## src/rtl/cruce_pkg.sv

```systemverilog
// Shared types for the two-way intersection controller: state encoding and
// the per-state phase load value.
package cruce_pkg;

  typedef enum logic [2:0] {
    ROJO_B   = 3'd0,
    NS_VERDE = 3'd1,
    NS_AMAR  = 3'd2,
    ROJO_A   = 3'd3,
    EO_VERDE = 3'd4,
    EO_AMAR  = 3'd5,
    PEATON   = 3'd6
  } estado_t;

  // Value loaded into the phase timer on entry to a state: T-1 seconds.
  function automatic logic [7:0] carga(input estado_t e,
                                       input int unsigned t_verde,
                                       input int unsigned t_amarillo,
                                       input int unsigned t_rojo,
                                       input int unsigned t_peaton);
    int unsigned t;
    case (e)
      NS_VERDE, EO_VERDE: t = t_verde;
      NS_AMAR, EO_AMAR:   t = t_amarillo;
      PEATON:             t = t_peaton;
      default:            t = t_rojo;
    endcase
    return 8'(t - 1);
  endfunction

endpackage

```

## src/rtl/cruce_ctrl_sincro.sv

```systemverilog
// Two-flop synchronizer for an asynchronous button plus rising-edge pulse.
// The pulse is one clock wide and comes from registered stages only.
module sincro_flanco (
  input  logic clk_i,
  input  logic rst_i,
  input  logic d_i,
  output logic pulso_o
);

  logic s1_q, s2_q, s3_q;

  always_ff @(posedge clk_i) begin
    if (rst_i) begin
      s1_q <= 1'b0;
      s2_q <= 1'b0;
      s3_q <= 1'b0;
    end else begin
      s1_q <= d_i;
      s2_q <= s1_q;
      s3_q <= s2_q;
    end
  end

  assign pulso_o = s2_q & ~s3_q;

endmodule

```

## src/rtl/cruce_ctrl.sv

```systemverilog
// Two-way intersection light sequencer with all-red clearance and an
// on-request pedestrian phase; timers advance only on the 1 s enable.
module cruce_ctrl
  import cruce_pkg::*;
#(
  parameter int unsigned T_VERDE    = 8,
  parameter int unsigned T_AMARILLO = 2,
  parameter int unsigned T_ROJO     = 1,
  parameter int unsigned T_PEATON   = 5
) (
  input  logic       clk_50MHz,
  input  logic       rst,
  input  logic       tick_1s,
  input  logic       btn_peaton,
  output logic       ns_rojo,
  output logic       ns_amarillo,
  output logic       ns_verde,
  output logic       eo_rojo,
  output logic       eo_amarillo,
  output logic       eo_verde,
  output logic       peaton_cruce,
  output logic       pend_peaton,
  output logic [2:0] estado
);

  if (T_VERDE < 1 || T_VERDE > 255 || T_AMARILLO < 1 || T_AMARILLO > 255 ||
      T_ROJO < 1 || T_ROJO > 255 || T_PEATON < 1 || T_PEATON > 255) begin : g_param_err
    $error("cruce_ctrl: phase durations must lie in 1..255");
  end

  // Lamp vector order: {ns_r, ns_a, ns_v, eo_r, eo_a, eo_v, walk}
  function automatic logic [6:0] luces(input estado_t e);
    case (e)
      NS_VERDE: return 7'b0011000;
      NS_AMAR:  return 7'b0101000;
      EO_VERDE: return 7'b1000010;
      EO_AMAR:  return 7'b1000100;
      PEATON:   return 7'b1001001;
      default:  return 7'b1001000;
    endcase
  endfunction

  estado_t    st_q, st_d;
  logic [7:0] seg_q, seg_d;
  logic       pend_q, pend_d;
  logic       sig_eo_q, sig_eo_d;
  logic [6:0] luces_q;
  logic       pulso;
  logic       entra_peaton;

  sincro_flanco u_sincro (
    .clk_i   (clk_50MHz),
    .rst_i   (rst),
    .d_i     (btn_peaton),
    .pulso_o (pulso)
  );

  always_comb begin
    st_d     = st_q;
    seg_d    = seg_q;
    sig_eo_d = sig_eo_q;
    pend_d   = pend_q;
    if (tick_1s) begin
      if (seg_q != 8'd0) begin
        seg_d = seg_q - 8'd1;
      end else begin
        case (st_q)
          ROJO_B: begin
            if (pend_q) begin
              st_d     = PEATON;
              sig_eo_d = 1'b0;
            end else begin
              st_d = NS_VERDE;
            end
          end
          NS_VERDE: st_d = NS_AMAR;
          NS_AMAR:  st_d = ROJO_A;
          ROJO_A: begin
            if (pend_q) begin
              st_d     = PEATON;
              sig_eo_d = 1'b1;
            end else begin
              st_d = EO_VERDE;
            end
          end
          EO_VERDE: st_d = EO_AMAR;
          EO_AMAR:  st_d = ROJO_B;
          default:  st_d = sig_eo_q ? EO_VERDE : NS_VERDE;
        endcase
        seg_d = carga(st_d, T_VERDE, T_AMARILLO, T_ROJO, T_PEATON);
      end
    end
    // A press landing on the entry cycle or during the walk phase is dropped.
    entra_peaton = (st_d == PEATON) && (st_q != PEATON);
    if (entra_peaton) begin
      pend_d = 1'b0;
    end else if (pulso && (st_q != PEATON)) begin
      pend_d = 1'b1;
    end
  end

  always_ff @(posedge clk_50MHz) begin
    if (rst) begin
      st_q     <= ROJO_B;
      seg_q    <= carga(ROJO_B, T_VERDE, T_AMARILLO, T_ROJO, T_PEATON);
      pend_q   <= 1'b0;
      sig_eo_q <= 1'b0;
      luces_q  <= luces(ROJO_B);
    end else begin
      st_q     <= st_d;
      seg_q    <= seg_d;
      pend_q   <= pend_d;
      sig_eo_q <= sig_eo_d;
      luces_q  <= luces(st_d);
    end
  end

  assign {ns_rojo, ns_amarillo, ns_verde, eo_rojo, eo_amarillo, eo_verde,
          peaton_cruce} = luces_q;
  assign pend_peaton = pend_q;
  assign estado      = st_q;

endmodule

```

## config.mk

```make
export PLATFORM = sky130hd
export DESIGN_NAME = cruce_ctrl
export DESIGN_NICKNAME = d
export VERILOG_FILES = /design/src/rtl/cruce_pkg.sv /design/src/rtl/cruce_ctrl_sincro.sv /design/src/rtl/cruce_ctrl.sv
export SDC_FILE = /design/constraint.sdc
export NUM_CORES = 1
export LEC_CHECK = 0
export CAP_MARGIN = 20
export CELL_PAD_IN_SITES_DETAIL_PLACEMENT = 0
export CELL_PAD_IN_SITES_GLOBAL_PLACEMENT = 1
export CORE_AREA = 2 2 61 52
export CTS_CLUSTER_SIZE = 8
export DETAILED_ROUTE_END_ITERATION = 7
export DIE_AREA = 0 0 63 54
export PLACE_DENSITY = 0.89
export SLEW_MARGIN = 10
export SYNTH_ARGS = -nofsm -noshare
export SYNTH_HDL_FRONTEND = slang
export SYNTH_HIERARCHICAL = 1
export SYNTH_SLANG_ARGS = --single-unit
```

## constraint.sdc

```tcl
create_clock -name clk_50MHz -period 4.8 [get_ports clk_50MHz]
set_clock_uncertainty 0.2 [all_clocks]
set_input_delay 0.96 -clock clk_50MHz [delete_from_list [all_inputs] [get_ports clk_50MHz]]
set_output_delay 0.96 -clock clk_50MHz [all_outputs]
set_load 0.01 [all_outputs]
```

==> impl_metrics.ini <==
[outcome]
status = complete, no violations

[grt]
grt_max_degree = 21
antenna_found_initial = 0
grt_pass1_vias = 904
grt_first_pass_wirelength_mm = 3.90
overflow = 0
track_usage_pct = 15.1

[clock_network]
cts.path.max_buffers = 2
root_buffer = clkbuf_4
cts_max_level = 1
worstSkewPairLatency_ns = 0.33
hold_buffers = 0
cts-resized-gates = 0
cts_tree = built
cts_setup_buffers = 0
numClockSinks = 23
numCtsBuffers = 3
clkSlewWorstSetupHoldPaths_ns = 0.13

[sta]
period_share_pct = 59.6
worst_pin_slew_ns = 0.721
setup_viol = 0
fin_setup_tns_ns = 0
hold_viol_final = 0
maxSlewViolCount = 0
fin_crit_ns = 2.86
max_freq_mhz = 350
fin_hold_ws_ns = 0.255
rsz0062_at_grt = no
slew_headroom_pct = 51.8

[floorplanning]
die_x_um = 63
initial_core_util_pct = 40.3
pin_count = 15
core_area_um2 = 2860
die_h_um = 54
rows = 18
die-area_um2 = 3400

[min_path]
worstHoldPathType = flip-flop to flip-flop

[place]
port_buffers = 14
dpl-instance-area_um2 = 1280
gp_congestion = 0.830
dp_hpwl_mm = 1.71

[yosys]
netlist.area_leader.share_pct = 39.9
synth-edff-count = 0
ys_top_cells_by_count = dfxtp_1 (23), nor2_1 (20), nand2_1 (11)
ys_top_cells_by_area = dfxtp_1 (40%), nor2_1 (6.5%), buf_6 (3.9%), nand2_1 (3.6%), a21oi_1 (3.5%)
synth_seq_area_share_pct = 39.9
synth_nets = 137
synth.most_common_cell = dfxtp_1
syn_area_per_cell_um2 = 8.74
synth.ff_latch_count = 23
ys_warn_count = 6
synthArstFlopShare_pct = 0
yosys_most_used_dff = dfxtp_1
syn_area_um2 = 1150
syn_inst = 132
synth.distinct_cells = 45
post-synth-top-area-cell = dfxtp_1

[finish]
final_core_util_pct = 45.6
final_area_um2 = 1310
drive_gt1_share_pct = 10.6
nets = 147
area_growth_pct = 13.1
n_antenna_cell = 0

[route]
drt-total-wl_mm = 2.31
wl_per_cell_um = 12.8
viasPerCell = 5.25
num_vias = 950
drc = 0
detail_route.first_pass.iterations = 4
drtIter0Drc = 26
ant_nets = 0

[setup_path]
r2r_setup_slack_ns = 1.94
startpoint_type = flip-flop
cp_max_fo = 14
cp.required_ns = 4.80
path_class = flip-flop to flip-flop
end_kind = flip-flop
arrival_ns = 2.86

[power]
peakVddDrop_v = 0.000154
power_leakage_nw = 0.497
total_power_uw = 560
power_density_nw_per_um2 = 429

[job]
drv_cap = 0
## stage by stage
| stage | cells | worst slack [ns] |
|---|---|---|
| 6_report | 181 | 1.94 |
| 5_1_grt | 181 | 1.67 |
| 4_1_cts | 181 | 1.94 |
| 3_5_place_dp | 177 | 1.82 |
| 3_3_place_gp | 177 | 1.91 |
| 2_1_floorplan | 132 | 2.30 |
## power breakdown
part	internal, mW	switching, mW	leakage (nW)
logic	0.101	0.115	0.294
registers	0.218	0.0326	0.188
clock network	0.0326	0.0606	0.0150
## metal layers
metal | track usage [%] | share of wire (%) | vias to the layer above
met3 | 4.39 | 3.7 | 5
met1 | 17.7 | 47 | 448
li1 | - | - | 479
met4 | 8.15 | 1.6 | 0
met2 | 25.7 | 47 | 18
met5 | 0 | 0 | -
## area by class of cell
type	count	area (um2)
fill	299	1560
clock buffer	4	26.3
sequential	23	460
timing repair buffer	14	140
tap	40	50.0
inverter	5	18.8
multi-input combinational	95	609
## path summary, 6_finish.rpt
check / start / end / cells after the start
min: u_sincro/s1_q$_SDFF_PP0_ / u_sincro/s2_q$_SDFF_PP0_ / 1
max: estado[0]$_SDFF_PP0_ / seg_q[6]$_SDFFE_PP0P_ / 8
max reg2reg: estado[0]$_SDFF_PP0_ / seg_q[6]$_SDFFE_PP0P_ / 8
min reg2reg: u_sincro/s1_q$_SDFF_PP0_ / u_sincro/s2_q$_SDFF_PP0_ / 1
## critical path, stage by stage (launching register included)
cell and delay [ns]:
dfxtp_1 0.62, or2b_1 0.33, a211o_1 0.31, a31oi_1 0.22
ha_1 0.28, nand3b_1 0.14, a2111oi_2 0.39, xnor2_1 0.17
nor2_1 0.05
## sequential cells by signal, summed over array words and instances (netlist names)
signal         flops
luces_q            7
pend_peaton        1
sig_eo_q           1
estado             3
seg_q              8
u_sincro/s2_q      1
u_sincro/s1_q      1
u_sincro/s3_q      1
## cell usage in the layout (no fill, tap or decap), drive strengths merged, types with 2 or more instances in the layout
cell type	netlist	layout
and3	2	2
nor3	5	5
clkdlybuf4s50	0	14
inv	5	5
nand2b	2	2
mux2i	3	3
dfxtp	23	23
a21oi	8	8
nor2	20	20
a31oi	3	3
o21ai	3	3
a211o	2	2
a211oi	2	2
nor2b	6	6
clkbuf	4	4
nand2	11	11
nand3	3	3
xnor2	3	3
## cells by family (layout without fill, tap and decap cells)
| kind of cell | after synthesis | after routing | synth area share [%] |
|---|---|---|---|
| AO/OA/AOI/OAI | 29 | 29 | 19.0 |
| XOR/XNOR | 4 | 4 | 3.04 |
| adder cells (fa/ha/maj) | 1 | 1 | 1.08 |
| buffers and inverters | 14 | 23 | 7.27 |
| flip-flops | 23 | 23 | 39.9 |
| multiplexers | 3 | 3 | 2.60 |
| AND/OR/NAND/NOR | 58 | 58 | 27.1 |
Power figures use the tool's default switching activity.
